`src/rtl/product_accumulator.sv`:
```
// ---------------------------------------------------------------------------
// product_accumulator
//
// Accumulation stage behind the 8-bit multiplier in the PE datapath. It
// takes one unsigned PROD_W-bit product per in_valid/in_ready handshake, sums
// exactly LEN of them into an ACC_W-bit accumulator, and then holds the
// dot-product result on a valid/ready output until the consumer takes it.
//
// Parameters:
//   PROD_W  product width (>= 1)
//   ACC_W   accumulator / result width (>= PROD_W)
//   LEN     products per result (>= 1)
//
// Ports:
//   clk           rising-edge clock
//   rst           synchronous active-high reset (same effect as clear)
//   clear         synchronous abort, drops any partial or held result
//   in_valid      in_product is valid
//   in_ready      block can accept a product (ACCUM state, not in reset)
//   in_product    unsigned product
//   out_valid     out_sum / out_overflow hold a finished result
//   out_ready     consumer accepts the result
//   out_sum       accumulator value (partial sum while accumulating)
//   out_overflow  a carry left bit ACC_W-1 during this result
//
// Build option:
//   PRODUCT_ACC_SATURATE_EN  defined   -> accumulator clamps to all ones on
//                                         carry-out and stays clamped
//                            undefined -> accumulator wraps modulo 2^ACC_W
//   out_overflow is reported the same way in both builds.
// ---------------------------------------------------------------------------
module product_accumulator #(
    parameter int PROD_W = 17,
    parameter int ACC_W  = 24,
    parameter int LEN    = 8
) (
    input  logic              clk,
    input  logic              rst,
    input  logic              clear,
    input  logic              in_valid,
    output logic              in_ready,
    input  logic [PROD_W-1:0] in_product,
    output logic              out_valid,
    input  logic              out_ready,
    output logic [ACC_W-1:0]  out_sum,
    output logic              out_overflow
);

    localparam int CNT_W = $clog2(LEN + 1);
    localparam logic [CNT_W-1:0] LEN_C = CNT_W'(LEN);

    // Elaboration-time guards on the parameter ranges.
    generate
        if (ACC_W < PROD_W) begin : g_bad_acc_w
            $error("product_accumulator: ACC_W must be >= PROD_W");
        end
        if (LEN < 1) begin : g_bad_len
            $error("product_accumulator: LEN must be >= 1");
        end
    endgenerate

    typedef enum logic [0:0] {
        ST_ACCUM = 1'b0,
        ST_DONE  = 1'b1
    } state_t;

    state_t             r_state;
    logic [ACC_W-1:0]   r_acc;
    logic [CNT_W-1:0]   r_cnt;
    logic               r_ovf;

    logic               w_accept;
    logic [ACC_W:0]     w_sum_ext;
    logic               w_carry;
    logic [ACC_W-1:0]   w_acc_nxt;
    logic [CNT_W-1:0]   w_cnt_nxt;

    assign w_accept  = in_valid && in_ready;
    // One spare bit on top of the accumulator captures the carry-out.
    assign w_sum_ext = {1'b0, r_acc} + (ACC_W + 1)'(in_product);
    assign w_carry   = w_sum_ext[ACC_W];
    assign w_cnt_nxt = r_cnt + {{(CNT_W-1){1'b0}}, 1'b1};

    // Next accumulator value: wrap or clamp depending on the build.
    always_comb begin
        w_acc_nxt = w_sum_ext[ACC_W-1:0];
`ifdef PRODUCT_ACC_SATURATE_EN
        // Once a result has overflowed it stays pinned at all ones.
        if (w_carry || r_ovf) begin
            w_acc_nxt = {ACC_W{1'b1}};
        end else begin
            w_acc_nxt = w_sum_ext[ACC_W-1:0];
        end
`endif
    end

    // Control FSM plus accumulator, beat counter and sticky overflow.
    always_ff @(posedge clk) begin
        if (rst || clear) begin
            // Abort wins over both handshakes; an offered beat is discarded.
            r_state <= ST_ACCUM;
            r_acc   <= {ACC_W{1'b0}};
            r_cnt   <= {CNT_W{1'b0}};
            r_ovf   <= 1'b0;
        end else begin
            case (r_state)
                ST_ACCUM: begin
                    if (w_accept) begin
                        r_acc <= w_acc_nxt;
                        r_cnt <= w_cnt_nxt;
                        r_ovf <= r_ovf | w_carry;
                        if (w_cnt_nxt == LEN_C) begin
                            r_state <= ST_DONE;
                        end else begin
                            r_state <= ST_ACCUM;
                        end
                    end else begin
                        r_state <= ST_ACCUM;
                    end
                end
                ST_DONE: begin
                    if (out_ready) begin
                        r_state <= ST_ACCUM;
                        r_acc   <= {ACC_W{1'b0}};
                        r_cnt   <= {CNT_W{1'b0}};
                        r_ovf   <= 1'b0;
                    end else begin
                        r_state <= ST_DONE;
                    end
                end
                default: begin
                    r_state <= ST_ACCUM;
                    r_acc   <= {ACC_W{1'b0}};
                    r_cnt   <= {CNT_W{1'b0}};
                    r_ovf   <= 1'b0;
                end
            endcase
        end
    end

    // in_ready also drops combinationally with rst so nothing is taken in reset.
    assign in_ready     = (r_state == ST_ACCUM) && !rst;
    assign out_valid    = (r_state == ST_DONE);
    assign out_sum      = r_acc;
    assign out_overflow = r_ovf;

endmodule

```
`config.mk`:
```
export PLATFORM = sky130hd
export DESIGN_NAME = product_accumulator
export DESIGN_NICKNAME = d
export VERILOG_FILES = /design/src/rtl/product_accumulator.sv
export SDC_FILE = /design/constraint.sdc
export NUM_CORES = 1
export LEC_CHECK = 0
export CORE_UTILIZATION = 30
export CTS_CLUSTER_SIZE = 40
export DETAILED_ROUTE_END_ITERATION = 8
export GPL_TIMING_DRIVEN = 0
export SLEW_MARGIN = 20
export SYNTH_ARGS = -nofsm -noshare
export SYNTH_HDL_FRONTEND = slang
export SYNTH_SLANG_ARGS = --single-unit
```
`constraint.sdc`:
```
create_clock -name clk -period 7.6 [get_ports clk]
set_input_delay 1.52 -clock clk [delete_from_list [all_inputs] [get_ports clk]]
set_output_delay 1.52 -clock clk [all_outputs]
set_load 0.02 [all_outputs]
```
---- Word level (Yosys, flattened, before mapping) ----
Cells that the tools add are included.
operators by class
  reductions and logical operators ........ 5
  bitwise operators ....................... 2
  add/sub/neg operators ................... 2
  muxes and demuxes ....................... 13
  equal/unequal tests ..................... 3
operators with widths
  cell                 number
  $mux 24              2
  $pmux 24 s2          1
  $add 24x17->25       1
  $mux 4               2
  $pmux 4 s2           1
  $mux 1               5
  $add 4x1->4 const B  1
  $eq 4x4->1 const B   1
  $ne 2x2->1 const B   2
  $pmux 1 s2           2
  $logic_and 1x1->1    2
  $reduce_and 2->1     1
  $logic_not 1->1      1
  $logic_or 1x1->1     1
  $not 1->1            1
  $or 1x1->1           1
word-level totals
  logic and storage cells ................. 29
  bits in registers ....................... 30
  output and inout port bits .............. 27

---- Longest topological paths before layout ----
Gate-level depths: netlist of run 1.
  depth after elaboration ................. 5
  gate-level depth with buffers ........... 7

---- Worst setup path before layout of run 1 ----
Ideal clock, no wire load.
  kind .................................... input to register
  from .................................... input port in_product[0]
  to ...................................... register r_acc[12], in the netlist out_sum[12]
  data required time ...................... 7.483 ns
  setup time .............................. 0.117 ns
  stages on the path ...................... 7
  slack ................................... 4.093 ns
  data arrival time ....................... 3.390 ns
  path through ............................ ha_1 fa_1 a21o_1 a221o_1 a21o_1 or3_1 a32o_1
between the ends
  longest elaborated chain between the ends .. 3
ends and longest elaborated chain
  element               RTL line  text
  from (decl)           42        input logic [PROD_W-1:0] in_product,
  $add 24x17->25        80        assign w_sum_ext = {1'b0, r_acc} + (ACC_W + 1)'(in_product);
  $mux 24               108       if (w_accept) begin
  $pmux 24 s2           106       case (r_state)
  to (signal assigned)  102       r_acc <= {ACC_W{1'b0}};
  to (signal assigned)  109       r_acc <= w_acc_nxt;
  to (signal assigned)  124       r_acc <= {ACC_W{1'b0}};
  to (decl)             68        logic [ACC_W-1:0] r_acc;
No other way between the ends. The select of a mux whose other input is x is not followed.
A chain may end at the register's enable or synchronous reset.

---- Final worst setup path of run 1 ----
  from .................................... input port rst
  to ...................................... output port in_ready
between the ends
  longest elaborated chain between the ends .. 2
ends and longest elaborated chain
  element            RTL line  text
  from (decl)        38        input logic rst,
  $logic_not 1->1    142       assign in_ready = (r_state == ST_ACCUM) && !rst;
  $logic_and 1x1->1  142
  to (decl)          41        output logic in_ready,
No other way between the ends.

==> results of run 1 <==
## final timing paths
path                                                from                  endpoint  slack [ps]  cells past startpoint
worst max-delay path                                 rst                  in_ready        3300                      3
worst max register to register   out_sum[0]$_SDFFE_PP0P_  out_sum[12]$_SDFFE_PP0P_        5140                      7
worst min-delay path            out_sum[13]$_SDFFE_PP0P_  out_sum[13]$_SDFFE_PP0P_         480                      2
worst min register to register  out_sum[13]$_SDFFE_PP0P_  out_sum[13]$_SDFFE_PP0P_         480                      2
## state kept, by name, summed over array words and instances (netlist names)
| name | flops |
|---|---|
| r_cnt | 4 |
| out_sum | 24 |
| out_valid | 1 |
| out_overflow | 1 |
## per-stage QoR
step	area [sq um]	hold WS, ps	instances	setup WS (ps)
6_report	2950	479	440	3300
3_3_place_gp	2860	472	432	3320
2_1_floorplan	2260	478	285	4090
3_5_place_dp	2860	477	432	3300
5_1_grt	2950	512	440	3240
4_1_cts	2950	487	440	3290
## metal layers
layer	part of all wire, %	global-route usage [%]	wire, um	vias to the layer above
met5	0	0	0	-
li1	-	-	-	1192
met2	44	27.4	2780	62
met4	0.92	4.25	58	0
met1	49	22.7	3110	1085
met3	6.2	4.10	391	5
## cell families after synthesis
family                   after synthesis  share of synthesized area (%)
buffers and inverters                 14                           2.55
adder cells (fa/ha/maj)               20                           11.4
AND/OR/NAND/NOR                      111                           24.4
XOR/XNOR                              10                           3.88
multiplexers                           7                           3.10
AO/OA/AOI/OAI                         93                           28.1
flip-flops                            30                           26.6
## worst max-delay path, delay by kind of cell
kind / cells / cell delay (ps)
buffers and inverters: 2 / 1130
AND/OR/NAND/NOR: 1 / 130
## layout make-up
| class | instances | area, sq um | area share [%] |
|---|---|---|---|
| Multi-Input combinational cell | 241 | 1600 | 54.2 |
| Sequential cell | 30 | 601 | 20.3 |
| Timing Repair Buffer | 48 | 480 | 16.3 |
| Tap cell | 99 | 124 | 4.19 |
| Clock buffer | 7 | 86.3 | 2.92 |
| Buffer | 10 | 42.5 | 1.44 |
| Inverter | 4 | 15.0 | 0.508 |
| Clock inverter | 1 | 5.00 | 0.169 |
## cells in the final DEF, fill, tap and decap left out, types with 2 or more instances in the layout
| cell | count |
|---|---|
| a211o_1 | 3 |
| xor2_1 | 4 |
| nand3_1 | 10 |
| or2_2 | 2 |
| nand4_1 | 8 |
| o211ai_1 | 2 |
| inv_1 | 4 |
| and3_1 | 2 |
| a22oi_1 | 7 |
| a211oi_1 | 9 |
| dfxtp_1 | 30 |
| xnor2_1 | 6 |
| clkdlybuf4s50_1 | 48 |
| a41oi_1 | 4 |
| nand2b_1 | 2 |
| a21o_1 | 8 |
| ha_1 | 19 |
| clkbuf_8 | 6 |
| o2111ai_1 | 2 |
| nor3_1 | 5 |
| or3_1 | 10 |
| a32oi_1 | 2 |
| a21oi_1 | 23 |
| nor2_1 | 30 |
| o21ai_0 | 20 |
| and2_1 | 2 |
| a32o_1 | 3 |
| clkbuf_1 | 6 |
| nand2_1 | 31 |
| buf_2 | 3 |
| mux2i_1 | 7 |
## power breakdown
group	internal, W	switching [W]
sequential	0.000160	0.00000238
clock	0.0000730	0.0000650
combinational	0.0000346	0.0000435
==> flow_summary.yaml, run 1 <==
final_layout:
  nNetsFinal: 382
  diodes: 0
  nFillCells: 757
  area_growth_pct: 30.8
  drive_above_1_share_pct: 6.16
  final_core_utilization_pct: 40.7
die:
  start_util_pct: 31.1
  die_width_um: 88.8
  core_area_sq_um: 7250
  die_area_sq_um: 7880
  rows: 31
  die_h_um: 88.8
  io_pins: 49
setup_path:
  critPathRequiredTime_ps: 6080
  worstSetupStartpointType: "primary input"
  slowest_delay_ps: 610
  critPathKind: "in2out"
  critPathSlowestCell: "clkdlybuf4s50_1"
  path_cells: "clkdlybuf4s50_1, nor2_1, clkdlybuf4s50_1"
  cp_max_fo: 5
  critPathArrivalTime_ps: 2780
  crit_top_cell: "clkdlybuf4s50_1"
  critPathCaptureType: "primary output"
synth:
  ys_ff_latch: 30
  synth_cells: 285
  ys_types: 51
  synth.net_count: 327
  yosys.area.top_type: "dfxtp_1"
  synth.most_common_cell: "nand2_1"
  synth_area_sq_um: 2260
  synth_top_area_share_pct: 26.6
  synth.area.top_cells: "dfxtp_1, ha_1, nand2_1"
  synthTopCellsByCount: "nand2_1, dfxtp_1, nor2_1"
  yosysSeqAreaShare_pct: 26.6
  async_flop_share_pct: 0
  synth_edf_count: 0
  yosys_most_used_dff: "dfxtp_1"
  syn_avg_cell_area_sq_um: 7.92
  yosysWarningCount: 0
sta:
  rsz0062_at_grt: "false"
  period_needed_ps: 4300
  hold_viol_final: 0
  setup_viol: 0
  fmax_mhz: 232
  fin_setup_tns_ps: 0
  fin_skew_ps: 5.96
  max_slew_margin_pct: 44.2
  final-max-slew-violation-count: 0
  finalCritPeriodShare_pct: 56.6
  tightest_slew_ps: 833
clock_tree:
  cts_tree: "done"
  postCtsSetupBuffers: 0
  ctsResizeCount: 0
  clockRootBuffer: "clkbuf_8"
  clk_pin_slew_worst_paths_ps: 70
  clk_latency_ps: 290
  clock_path_buffers: 2
  numClockSinks: 30
  hold_buffers: 0
  cts-buffers-inserted: 5
  htreeDepth: 2
detailed_routing:
  num_vias: 2344
  routedWlPerCell_um: 14.4
  via_per_inst: 5.33
  drt-total-wl_um: 6340
  route.detailed.drc: 0
  antenna_left: 0
  drtIter0Drc: 158
  first_pass_iters: 4
power_and_ir_drop:
  p_leak_nw: 1.09
  total_power_w: 0.000379
  powerDensity_nw_per_um2: 128
  peakVddDrop_uv: 70.0
global_routing:
  grt_pass1_vias: 2194
  grt_overflow: 0
  grt_use_total_pct: 17.0
  grt_max_degree: 11
  grt_pass1_wl_um: 10400
  antenna_found_initial: 0
placed_design:
  gp_congestion: 0.919
  dp_hpwl_um: 4770
  numPortBuffers: 48
run:
  max_cap_violations: 0
hold_path:
  min_path_type: "reg2reg"
outcome:
  status: "complete, no violations"
No activity file was read; power rests on OpenSTA's default activity.
==> run 2, diff against run 1 <==
Clock period 7.6 ns to 3.6 ns, I/O delays scaled along.
==> results of run 2 <==
The final DEF is identical to that of run 1. Status: complete, no violations.
Among the figures that moved: setup slack after placement 3300 ps -> 289 ps; setup slack after layout 3300 ps -> 584 ps; start point of the critical path rst -> in_product[0]; end point of the critical path in_ready -> out_sum[12]$_SDFFE_PP0P_; register-to-register setup slack 5140 ps -> 1140 ps; total power 0.000379 W -> 0.000799 W; worst IR drop on VDD 70.0 uV -> 148 uV
